### src/rtl/sar_pkg.sv
// Shared SAR constants: LFSR taps, default seed and default resolution.
package sar_pkg;

    localparam int unsigned SAR_N_BITS = 8;

    // Fibonacci taps for x^16+x^14+x^13+x^11+1 in right-shift form
    localparam logic [15:0] LFSR_TAPS = 16'h002D;
    localparam logic [15:0] LFSR_SEED_DEF = 16'hACE1;

    function automatic logic [15:0] lfsr_seed_fix(input logic [15:0] s);
        return (s == 16'h0000) ? LFSR_SEED_DEF : s;
    endfunction

endpackage

### src/rtl/sar_lfsr16.sv
// 16-bit Fibonacci LFSR; an all-zero seed is replaced by the default seed.
module sar_lfsr16
    import sar_pkg::*;
#(
    parameter logic [15:0] SEED = LFSR_SEED_DEF
) (
    input  logic        i_clk,
    input  logic        i_rst_n,
    input  logic        i_en,
    output logic [15:0] o_state
);

    localparam logic [15:0] P_SEED = lfsr_seed_fix(SEED);

    logic [15:0] r_state;
    logic        w_fb;

    assign w_fb = ^(r_state & LFSR_TAPS);

    always_ff @(posedge i_clk or negedge i_rst_n) begin
        if (!i_rst_n) begin
            r_state <= P_SEED;
        end else if (i_en) begin
            r_state <= {w_fb, r_state[15:1]};
        end
    end

    assign o_state = r_state;

endmodule

### src/rtl/sar_afe_emu.sv
// Digital stand-in for the SAR analog front end: hold register, offset,
// optional dither and a fixed-latency comparator answering DAC trial codes.
module sar_afe_emu
    import sar_pkg::*;
#(
    parameter int          N_BITS    = SAR_N_BITS,
    parameter int          COMP_LAT  = 1,
    parameter bit          NOISE_EN  = 1'b0,
    parameter logic [15:0] LFSR_SEED = LFSR_SEED_DEF
) (
    input  logic              i_clk,
    input  logic              i_rst_n,
    input  logic              i_sample,
    input  logic [N_BITS-1:0] i_vin,
    input  logic [3:0]        i_offset,
    input  logic [N_BITS-1:0] i_dac,
    output logic              o_comp,
    output logic [N_BITS-1:0] o_held,
    output logic [15:0]       o_nsamples
);

    localparam logic [N_BITS-1:0] P_MAX = '1;

    logic [N_BITS-1:0]   r_held;
    logic [15:0]         r_nsamples;
    logic [COMP_LAT-1:0] r_pipe;

    logic [1:0]          w_dither;
    logic [N_BITS+1:0]   w_eff;
    logic [N_BITS-1:0]   w_sat;
    logic                w_raw;

    always_ff @(posedge i_clk or negedge i_rst_n) begin
        if (!i_rst_n) begin
            r_held     <= '0;
            r_nsamples <= '0;
        end else if (i_sample) begin
            r_held     <= i_vin;
            r_nsamples <= r_nsamples + 16'd1;
        end
    end

    generate
        if (NOISE_EN) begin : g_noise
            logic [15:0] w_lfsr;
            logic        w_unused_lfsr;

            sar_lfsr16 #(
                .SEED (LFSR_SEED)
            ) u_lfsr (
                .i_clk   (i_clk),
                .i_rst_n (i_rst_n),
                .i_en    (1'b1),
                .o_state (w_lfsr)
            );

            assign w_unused_lfsr = ^w_lfsr[15:2];

            // 00 -> -1, 01/10 -> 0, 11 -> +1 (two's complement, 2 bits)
            always_comb begin
                w_dither = 2'b00;
                case (w_lfsr[1:0])
                    2'b00:   w_dither = 2'b11;
                    2'b11:   w_dither = 2'b01;
                    default: w_dither = 2'b00;
                endcase
            end
        end else begin : g_quiet
            assign w_dither = 2'b00;
        end
    endgenerate

    // Headroom of two bits keeps the sum exact before saturation
    assign w_eff = {2'b00, r_held}
                 + {{(N_BITS-2){i_offset[3]}}, i_offset}
                 + {{N_BITS{w_dither[1]}}, w_dither};

    always_comb begin
        w_sat = w_eff[N_BITS-1:0];
        if (w_eff[N_BITS+1]) begin
            w_sat = '0;
        end else if (w_eff[N_BITS]) begin
            w_sat = P_MAX;
        end
    end

    assign w_raw = (w_sat >= i_dac);

    generate
        if (COMP_LAT == 1) begin : g_lat1
            always_ff @(posedge i_clk or negedge i_rst_n) begin
                if (!i_rst_n) begin
                    r_pipe <= '0;
                end else begin
                    r_pipe <= w_raw;
                end
            end
        end else begin : g_latn
            always_ff @(posedge i_clk or negedge i_rst_n) begin
                if (!i_rst_n) begin
                    r_pipe <= '0;
                end else begin
                    r_pipe <= {r_pipe[COMP_LAT-2:0], w_raw};
                end
            end
        end
    endgenerate

    assign o_comp     = r_pipe[COMP_LAT-1];
    assign o_held     = r_held;
    assign o_nsamples = r_nsamples;

endmodule

### config.mk
export PLATFORM = sky130hd
export DESIGN_NAME = sar_afe_emu
export DESIGN_NICKNAME = d
export VERILOG_FILES = /design/src/rtl/sar_pkg.sv /design/src/rtl/sar_lfsr16.sv /design/src/rtl/sar_afe_emu.sv
export SDC_FILE = /design/constraint.sdc
export NUM_CORES = 1
export LEC_CHECK = 0
export ABC_AREA = 1
export BUFFER_PORTS_ARGS = -buffer_cell sky130_fd_sc_hd__buf_2
export CORE_ASPECT_RATIO = 1.75
export CORE_MARGIN = 1
export CORE_UTILIZATION = 45
export DETAILED_ROUTE_END_ITERATION = 7
export HOLD_SLACK_MARGIN = 0.12
export PLACE_DENSITY_LB_ADDON = 0.25
export SETUP_SLACK_MARGIN = 0.2
export SYNTH_ARGS = -nofsm -noshare
export SYNTH_HDL_FRONTEND = slang
export SYNTH_SLANG_ARGS = --single-unit
### constraint.sdc
create_clock -name i_clk -period 6.2 [get_ports i_clk]
set_input_delay 0.31 -clock i_clk [delete_from_list [all_inputs] [get_ports i_clk]]
set_output_delay 0.31 -clock i_clk [all_outputs]
set_load 0.1 [all_outputs]
**Word-level counts from Yosys, hierarchy flattened**

Cells that the tools add are included.

- Word-level logic and storage cells: 8
- Register bits: 25
- Output and inout bits: 25
- Input bits: 23

- Add/subtract/negate cells: 2
- $lt $le $gt $ge: 1
- Muxes and demuxes: 2

Operators with widths:

| cell | number |
|---|---|
| 16-bit by 1-bit adder with 16-bit output (second input constant) | 1 |
| 8-bit two-way mux | 2 |
| 9-bit by 4-bit adder with 10-bit output | 1 |
| 8-bit >= comparator | 1 |

**Depth between registers and ports, before layout**

Gate-level depths: netlist of the first run.

- Depth in word-level cells: 4
- Mapped depth: 16
- Gate-level depth less buffers: 16

**Least setup slack after synthesis of the first run**

Ideal clock, no wire load.

- Path type: register to register
- From: reg r_held[0] (netlist: o_held[0])
- To: reg r_pipe (netlist: o_comp)
- Data arrival time: 2.876 ns
- Data required time: 6.110 ns
- Library setup time: 0.090 ns
- Cell stages (with the launch flop): 16
- Setup slack: 3.234 ns
- Clock period less this slack: 2.966 ns
- Path buffers: 0
- Cells stage by stage: dfrtp_1 ha_1 fa_1 nand3_1 nand3_2 nand2_1 nand2_1 nand2_1 nand2_2 nor2_1 nor2_1 ha_1 inv_1 nor3_1 nand4_1 o2111ai_1

- Longest elaborated chain between the ends: 4

Ends and longest elaborated chain:

| what | line | source |
|---|---|---|
| start, declared | sar_afe_emu.sv:24 | `logic [N_BITS-1:0] r_held;` |
| start signal, assigned | sar_afe_emu.sv:38 | `r_held <= i_vin;` |
| 9-bit by 4-bit adder with 10-bit output (*) | sar_afe_emu.sv:75 | `+ {{(N_BITS-2){i_offset[3]}}, i_offset}` |
| 8-bit two-way mux | sar_afe_emu.sv:82 | `end else if (w_eff[N_BITS]) begin` |
| 8-bit two-way mux (*) | sar_afe_emu.sv:80 | `if (w_eff[N_BITS+1]) begin` |
| 8-bit >= comparator (*) | sar_afe_emu.sv:87 | `assign w_raw = (w_sat >= i_dac);` |
| net w_raw | sar_afe_emu.sv:31 | `logic w_raw;` |
| end signal, assigned | sar_afe_emu.sv:95 | `r_pipe <= w_raw;` |
| end, declared | sar_afe_emu.sv:26 | `logic [COMP_LAT-1:0] r_pipe;` |

Mark *: on every way through the listed nets, which the timed path passes. The rest lies on a longest branch.
A chain may end at the register's enable or synchronous reset.

**Worst setup path after layout of the first run**

Ends and elaborated chain as after synthesis.

==> results.py, run 1 <==
metrics = {
    "yosys": {
        "synth_cell_types": 26,
        "synth-seq-cells": 25,
        "post_synth.cell_area_avg_um2": 7.33,
        "netlist_area_mm2": 0.00191,
        "synth_top_area_cell": "dfrtp_1",
        "synthTopCellsByArea": "dfrtp_1 33%, nand2_1 17%, ha_1 12%",
        "synth.yosys.seq_area_share": 0.327,
        "synth_nets": 303,
        "synth_cells": 261,
        "synth_top_area_frac": 0.327,
        "ys_warn_count": 0,
    },
    "place": {
        "dp_hpwl_um": 3330,
        "port_buffers": 47,
        "gp_congestion": 0.846,
    },
    "clocking": {
        "numCtsBuffers": 3,
        "cts.clk_slew.worst_paths_ns": 0.09,
        "clockBufferDepth": 2,
        "clkLatencyLatePin_ns": 0.27,
        "cts_sinks": 25,
        "cts_tree": "yes",
        "h-tree-depth": 1,
        "cts_resized": 0,
        "root_buffer": "clkbuf_8",
    },
    "critical_path": {
        "reg2reg_from": "o_held[0]$_DFFE_PN0P_",
        "worstPathRequired_ns": 6.39,
        "crit_arrival_ns": 2.83,
        "crit_top_cell": "nand2_1",
        "r2r_cells": 15,
        "r2r_slack_ns": 3.57,
        "critical_path.top_delay_family": "simple AND/OR/NAND/NOR gates",
        "endpoint_kind": "register",
        "crit_path_cell_trace": "ha_1 -> fa_1 -> nand3_1 -> nand3_2 -> nand2_1 -> nand2_1 -> nand2_1 -> nand2_2 -> nor2_1 -> nor2_1 -> ha_1 -> inv_1 -> nor3_1 -> nand4_1 -> o2111ai_1",
        "slowest_stage": "fa_1",
        "r2r_end": "o_comp$_DFF_PN0_",
        "critPathKind": "reg2reg",
        "critPathMaxStageDelay_ns": 0.43,
        "crit_fanout": 7,
        "critPathBufInv": 1,
        "start_kind": "register",
    },
    "cells_and_area": {
        "diodes": 0,
        "final_nets": 354,
        "drive_gt1_frac": 0.215,
        "final_cell_mix": "86 x nand2_1, 47 x buf_2, 36 x inv_1",
        "seq_area_um2": 626,
        "final_common_cell": "nand2_1",
        "fill_cells": 430,
        "multi_input_area_mm2": 0.00113,
        "area_delta_synth_final_pct": 18.1,
    },
    "grt": {
        "grt_pass1_wl_um": 7000,
        "overflow": 0,
        "antenna_found_initial": 0,
        "track_usage": 0.207,
        "grt_pass1_vias": 1687,
        "grt_max_degree": 26,
    },
    "power": {
        "power.total_mw": 0.722,
        "p_per_area_mw_per_mm2": 320,
        "peakVddDrop_uv": 380,
        "p_leak_nw": 1.35,
    },
    "sta": {
        "slew_headroom": 0.629,
        "whs_ns": 0.234,
        "finalHoldViolCount": 0,
        "drv_slew": 0,
        "finalCritPeriodShare": 0.425,
        "max_freq_mhz": 380,
        "finalSetupViolCount": 0,
        "rsz0062_at_grt": "false",
        "tightest_slew_ns": 0.556,
        "finClkSkew_ns": 0.00519,
        "setup-tns-final_ns": 0,
        "fin_crit_ns": 2.63,
    },
    "detailed_routing": {
        "wire_per_inst_um": 11.3,
        "drc": 0,
        "drtIter0Drc": 27,
        "vias_per_cell": 4.80,
        "wirelength_um": 4060,
        "vias": 1728,
        "first_pass_iters": 4,
        "drtAntennaViolNets": 0,
    },
    "die": {
        "die_area_mm2": 0.00452,
        "ioPinCount": 48,
        "core_mm2": 0.00411,
        "die_x_um": 51.3,
        "rows": 31,
        "initial_core_util": 0.465,
        "die_y_um": 88.2,
    },
    "worst_hold_path": {
        "hold_path.class": "in2reg",
        "whs_path_depth": 3,
        "hold_end": "o_held[0]$_DFFE_PN0P_",
        "worstHoldStart": "i_vin[0]",
    },
    "job": {
        "max_cap_violations": 0,
    },
    "status": {
        "outcome": "finished, final reports clean",
    },
}
-- what timing repair did --
item                      CTS  global route
buffers inserted            0             0
hold endpoints to repair   25             0
hold buffers                1             0
-- worst min-delay path, cell delays in order --
cell and delay (ns):
buf_2 0.08, nand2_1 0.04, nand2_1 0.05
-- layout make-up --
| cell class | instances | area share |
|---|---|---|
| well taps | 49 | 0.0272 |
| flip-flops and latches | 25 | 0.277 |
| multi-input cells | 196 | 0.502 |
| repair buffers | 48 | 0.109 |
| clock buffers | 3 | 0.0183 |
| clock inverters | 1 | 0.00333 |
| inverters | 38 | 0.0632 |
-- cells by family after synthesis --
group | share of synthesized area
simple gates | 0.356
buf+inv | 0.0798
flops | 0.327
fa+ha+maj | 0.128
xor+xnor | 0.0779
compound gates | 0.0308
-- cells in the mapped netlist --
master,n
nand4_1,4
xnor2_1,6
nand3_1,12
nand3b_1,1
xor2_1,11
inv_1,36
inv_2,1
dfrtp_1,25
fa_1,1
a21oi_1,8
o2111ai_1,1
nand3_2,2
nand3b_4,1
nor2_4,2
clkinv_1,1
nand4_2,1
nand2_2,5
nand4_4,1
nand2_1,86
nor2_1,29
ha_1,18
nor2_2,2
o21ai_0,2
buf_2,2
nor3_1,2
or2_2,1
-- worst max path at each step --
stage | startpoint | endpoint | slack (ns) | cells past startpoint
floorplan | o_held[0]$_DFFE_PN0P_ | o_comp$_DFF_PN0_ | 3.23 | 15
global placement | i_offset[3] | o_comp$_DFF_PN0_ | 3.64 | 14
detailed placement | i_offset[0] | o_comp$_DFF_PN0_ | 3.58 | 16
CTS | o_held[0]$_DFFE_PN0P_ | o_comp$_DFF_PN0_ | 3.57 | 15
global route | o_held[0]$_DFFE_PN0P_ | o_comp$_DFF_PN0_ | 3.32 | 15
finish | o_held[0]$_DFFE_PN0P_ | o_comp$_DFF_PN0_ | 3.57 | 15
-- power by group --
part / switching, mW / leakage, nW / internal [mW]
logic: 0.306 / 1.01 / 0.0880
clock network: 0.0542 / 0.0217 / 0.0456
registers: 0.0378 / 0.316 / 0.190
total: 0.398 / 1.35 / 0.323
-- metal layers --
layer | share of wire | global-route usage
met2 | 0.54 | 0.392
met1 | 0.39 | 0.215
met3 | 0.026 | 0.0189
met4 | 0.045 | 0.120
met5 | 0 | 0
-- per-stage QoR --
stage | utilization | setup slack, ns | instance area (µm²) | instances
finish | 0.549 | 3.57 | 2260 | 360
detailed placement | 0.535 | 3.58 | 2200 | 355
CTS | 0.549 | 3.57 | 2260 | 360
global route | 0.549 | 3.32 | 2260 | 360
global placement | 0.535 | 3.64 | 2200 | 355
floorplan | - | 3.23 | 1910 | 261
-- flip-flops by register name, indices dropped and copies added (netlist names) --
signal / cells
o_held: 8
o_nsamples: 16
o_comp: 1
(Power assumes the default switching activity.)
==> inputs of run 2 (changes only) <==
--- a/config.mk
+++ b/config.mk
@@ -5,7 +5,7 @@
 export SDC_FILE = /design/constraint.sdc
 export NUM_CORES = 1
 export LEC_CHECK = 0
-export ABC_AREA = 1
+export ABC_AREA = 0
 export BUFFER_PORTS_ARGS = -buffer_cell sky130_fd_sc_hd__buf_2
 export CORE_ASPECT_RATIO = 1.75
 export CORE_MARGIN = 1
==> constraint.sdc (replaced) <==
create_clock -name i_clk -period 2.3 [get_ports i_clk]
set_input_delay 0.115 -clock i_clk [delete_from_list [all_inputs] [get_ports i_clk]]
set_output_delay 0.115 -clock i_clk [all_outputs]
set_load 0.1 [all_outputs]
==> run 2 against run 1 <==
- core utilization increased by 13 points
- clock power increased to 2.6 times the previous value
- non-clock buffer count increased by 42
- clock-buffer cell count increased by 1
- die area decreased by 11%
- first-iteration DRC count decreased by 44%
- critical path type unchanged
- clock skew decreased by 0.00060 ns
- combinational power increased to 3.2 times the previous value
- hold slack got worse by 0.00098 ns
- the flow now finishes with violations (negative setup slack)
- highest routed layer unchanged
- critical path depth decreased by 2
- via count decreased by 7.8%
- synthesized area decreased by 11%
==> results.py, run 2 <==
metrics = {
    "cells_and_area": {
        "stdcell_count": 309,
        "final_common_cell": "buf_2",
        "diodes": 0,
        "final_nets": 306,
        "area_delta_synth_final_pct": 45.9,
        "drive_gt1_frac": 0.471,
        "final_cell_mix": "47 x buf_2, 34 x buf_4, 15 x ha_1",
        "final_area_mm2": 0.00248,
        "largest_reg_flops": 16,
    },
    "critical_path": {
        "worstPathRequired_ns": 2.45,
        "critPathKind": "reg2reg",
        "crit_fanout": 4,
        "start_kind": "register",
        "crit_arrival_ns": 3.21,
        "r2r_cells": 13,
        "endpoint_kind": "register",
    },
    "detailed_routing": {
        "drc": 0,
        "first_pass_iters": 4,
        "drtIter0Drc": 15,
        "vias_per_cell": 5.16,
        "drtAntennaViolNets": 0,
        "wire_per_inst_um": 13.7,
        "vias": 1594,
        "wirelength_um": 4220,
    },
    "yosys": {
        "synth.yosys.seq_area_share": 0.368,
        "synth.most_common_cell": "dfrtp_1",
        "synth_top_area_frac": 0.368,
        "synth_xor_area_frac": 0.108,
        "synth-compound-area-share": 0.141,
        "synth-seq-cells": 25,
        "ys_warn_count": 0,
        "synth_cells": 170,
        "synthArstFlopShare": 1.00,
        "synth-edff-count": 0,
        "synth_top_family_by_area": "simple AND/OR/NAND/NOR gates",
        "synth_flop_cell": "dfrtp_1",
        "synth_top_area_cell": "dfrtp_1",
        "synth_cell_types": 37,
        "synth_top_cells_by_count": "25 x dfrtp_1, 18 x ha_1, 15 x xnor2_1",
        "netlist_area_mm2": 0.00170,
        "synthAdderAreaFrac": 0.144,
        "synthTopCellsByArea": "dfrtp_1 37%, ha_1 13%, xnor2_1 7.7%",
        "post_synth.cell_area_avg_um2": 9.99,
        "synthMuxAreaShare": 0.0590,
        "synth_nets": 212,
        "synthSimpleGateAreaFrac": 0.150,
    },
    "status": {
        "outcome": "finished, violations left",
        "violations": "negative setup slack",
    },
    "grt": {
        "track_usage": 0.220,
        "grt_pass1_vias": 1731,
        "grt_pass1_wl_um": 6960,
        "overflow": 0,
        "grt_max_degree": 26,
        "antenna_found_initial": 0,
    },
    "power": {
        "power.total_mw": 2.14,
        "p_per_area_mw_per_mm2": 864,
        "p_leak_nw": 1.23,
        "peakVddDrop_uv": 720,
    },
    "die": {
        "initial_core_util": 0.468,
        "rows": 29,
        "ioPinCount": 48,
        "die_y_um": 83.3,
        "die_x_um": 48.4,
        "die_area_mm2": 0.00403,
        "core_mm2": 0.00363,
    },
    "place": {
        "gp_congestion": 0.808,
        "dp_hpwl_um": 3200,
        "port_buffers": 47,
        "place_area_mm2": 0.00224,
        "dp_cells": 292,
    },
    "sta": {
        "max_freq_mhz": 327,
        "finalCritPeriodShare": 1.33,
        "drv_slew": 0,
        "rsz0062_at_grt": "true",
        "setup_slack_ns": -0.760,
        "slew_headroom": 0.637,
        "finalSetupViolCount": 1,
        "fin_crit_ns": 3.06,
        "finalHoldViolCount": 0,
        "finClkSkew_ns": 0.00459,
        "tightest_slew_ns": 0.544,
    },
    "clocking": {
        "cts.clk_slew.worst_paths_ns": 0.09,
        "cts_sinks": 25,
        "h-tree-depth": 1,
        "clkLatencyLatePin_ns": 0.27,
        "cts_tree": "yes",
        "clockBufferDepth": 2,
        "numCtsBuffers": 3,
        "root_buffer": "clkbuf_8",
    },
    "worst_hold_path": {
        "hold_path.class": "in2reg",
        "whs_path_depth": 3,
    },
    "job": {
        "max_cap_violations": 0,
    },
}
run 2: per-layer routing:
layer  GRT usage  vias up  share of wire
li1            -      787              -
met1       0.219      745           0.36
met2       0.423       46           0.57
met3      0.0275       16          0.030
met4       0.126        0          0.038
met5           0        -              0
run 2: cell type report:
class | instances | area (µm²)
Inverter | 11 | 46.3
Timing Repair Buffer | 90 | 581
Tap cell | 46 | 57.6
Sequential cell | 25 | 642
Clock buffer | 4 | 45.0
Multi-Input combinational cell | 133 | 1110
Fill cell | 312 | 1150
run 2: final timing paths:
kind | from | end | slack (ns)
worst max-delay path | o_held[0]$_DFFE_PN0P_ | o_comp$_DFF_PN0_ | -0.76
worst min-delay path | i_sample | o_held[7]$_DFFE_PN0P_ | 0.23
worst max register to register | o_held[0]$_DFFE_PN0P_ | o_comp$_DFF_PN0_ | -0.76
worst min register to register | o_nsamples[15]$_DFFE_PN0P_ | o_nsamples[15]$_DFFE_PN0P_ | 0.48
max in group asynchronous | i_rst_n | o_held[0]$_DFFE_PN0P_ | 1.54
min in group asynchronous | i_rst_n | o_nsamples[5]$_DFFE_PN0P_ | 0.36
run 2: cells by family after synthesis:
| group | Yosys count |
|---|---|
| multiplexers | 9 |
| XOR/XNOR | 21 |
| adder cells (fa/ha/maj) | 19 |
| AO/OA/AOI/OAI | 36 |
| buffers and inverters | 12 |
| AND/OR/NAND/NOR | 48 |
| flip-flops | 25 |
run 2: power breakdown:
part | internal (mW) | total (mW) | switching, mW
combinational | 0.387 | 1.28 | 0.893
clock | 0.124 | 0.258 | 0.134
sequential | 0.526 | 0.603 | 0.0772
total | 1.04 | 2.14 | 1.10
run 2: timing repair:
action	in CTS	in global routing
endpoints found under the hold margin	33	0
gates resized for setup	2	11
pin swaps	2	12
setup endpoints to repair	1	1
buffers inserted	1	3
hold buffers	9	0
run 2: critical path, stage by stage, from the launching register on:
cell and delay, ns:
dfrtp_4 0.50, ha_4 0.17, fa_2 0.37, a211oi_2 0.22, o21bai_1 0.12, a211o_4 0.37, buf_4 0.17, xnor2_4 0.18
a21oi_2 0.07, ha_1 0.29, nor2b_1 0.14, o21ai_1 0.14, o2bb2ai_1 0.13, o21ai_1 0.08
run 2: stage by stage:
| step | setup WS [ns] | hold WS [ns] | setup TNS [ns] | util |
|---|---|---|---|---|
| 5_1_grt | -0.897 | 0.265 | -0.897 | 0.683 |
| 2_1_floorplan | -0.792 | -0.181 | -0.792 | - |
| 4_1_cts | -0.737 | 0.233 | -0.737 | 0.658 |
| 6_report | -0.760 | 0.233 | -0.760 | 0.683 |
| 3_5_place_dp | -0.754 | 0.139 | -0.754 | 0.618 |
| 3_3_place_gp | -0.686 | 0.146 | -0.686 | 0.618 |
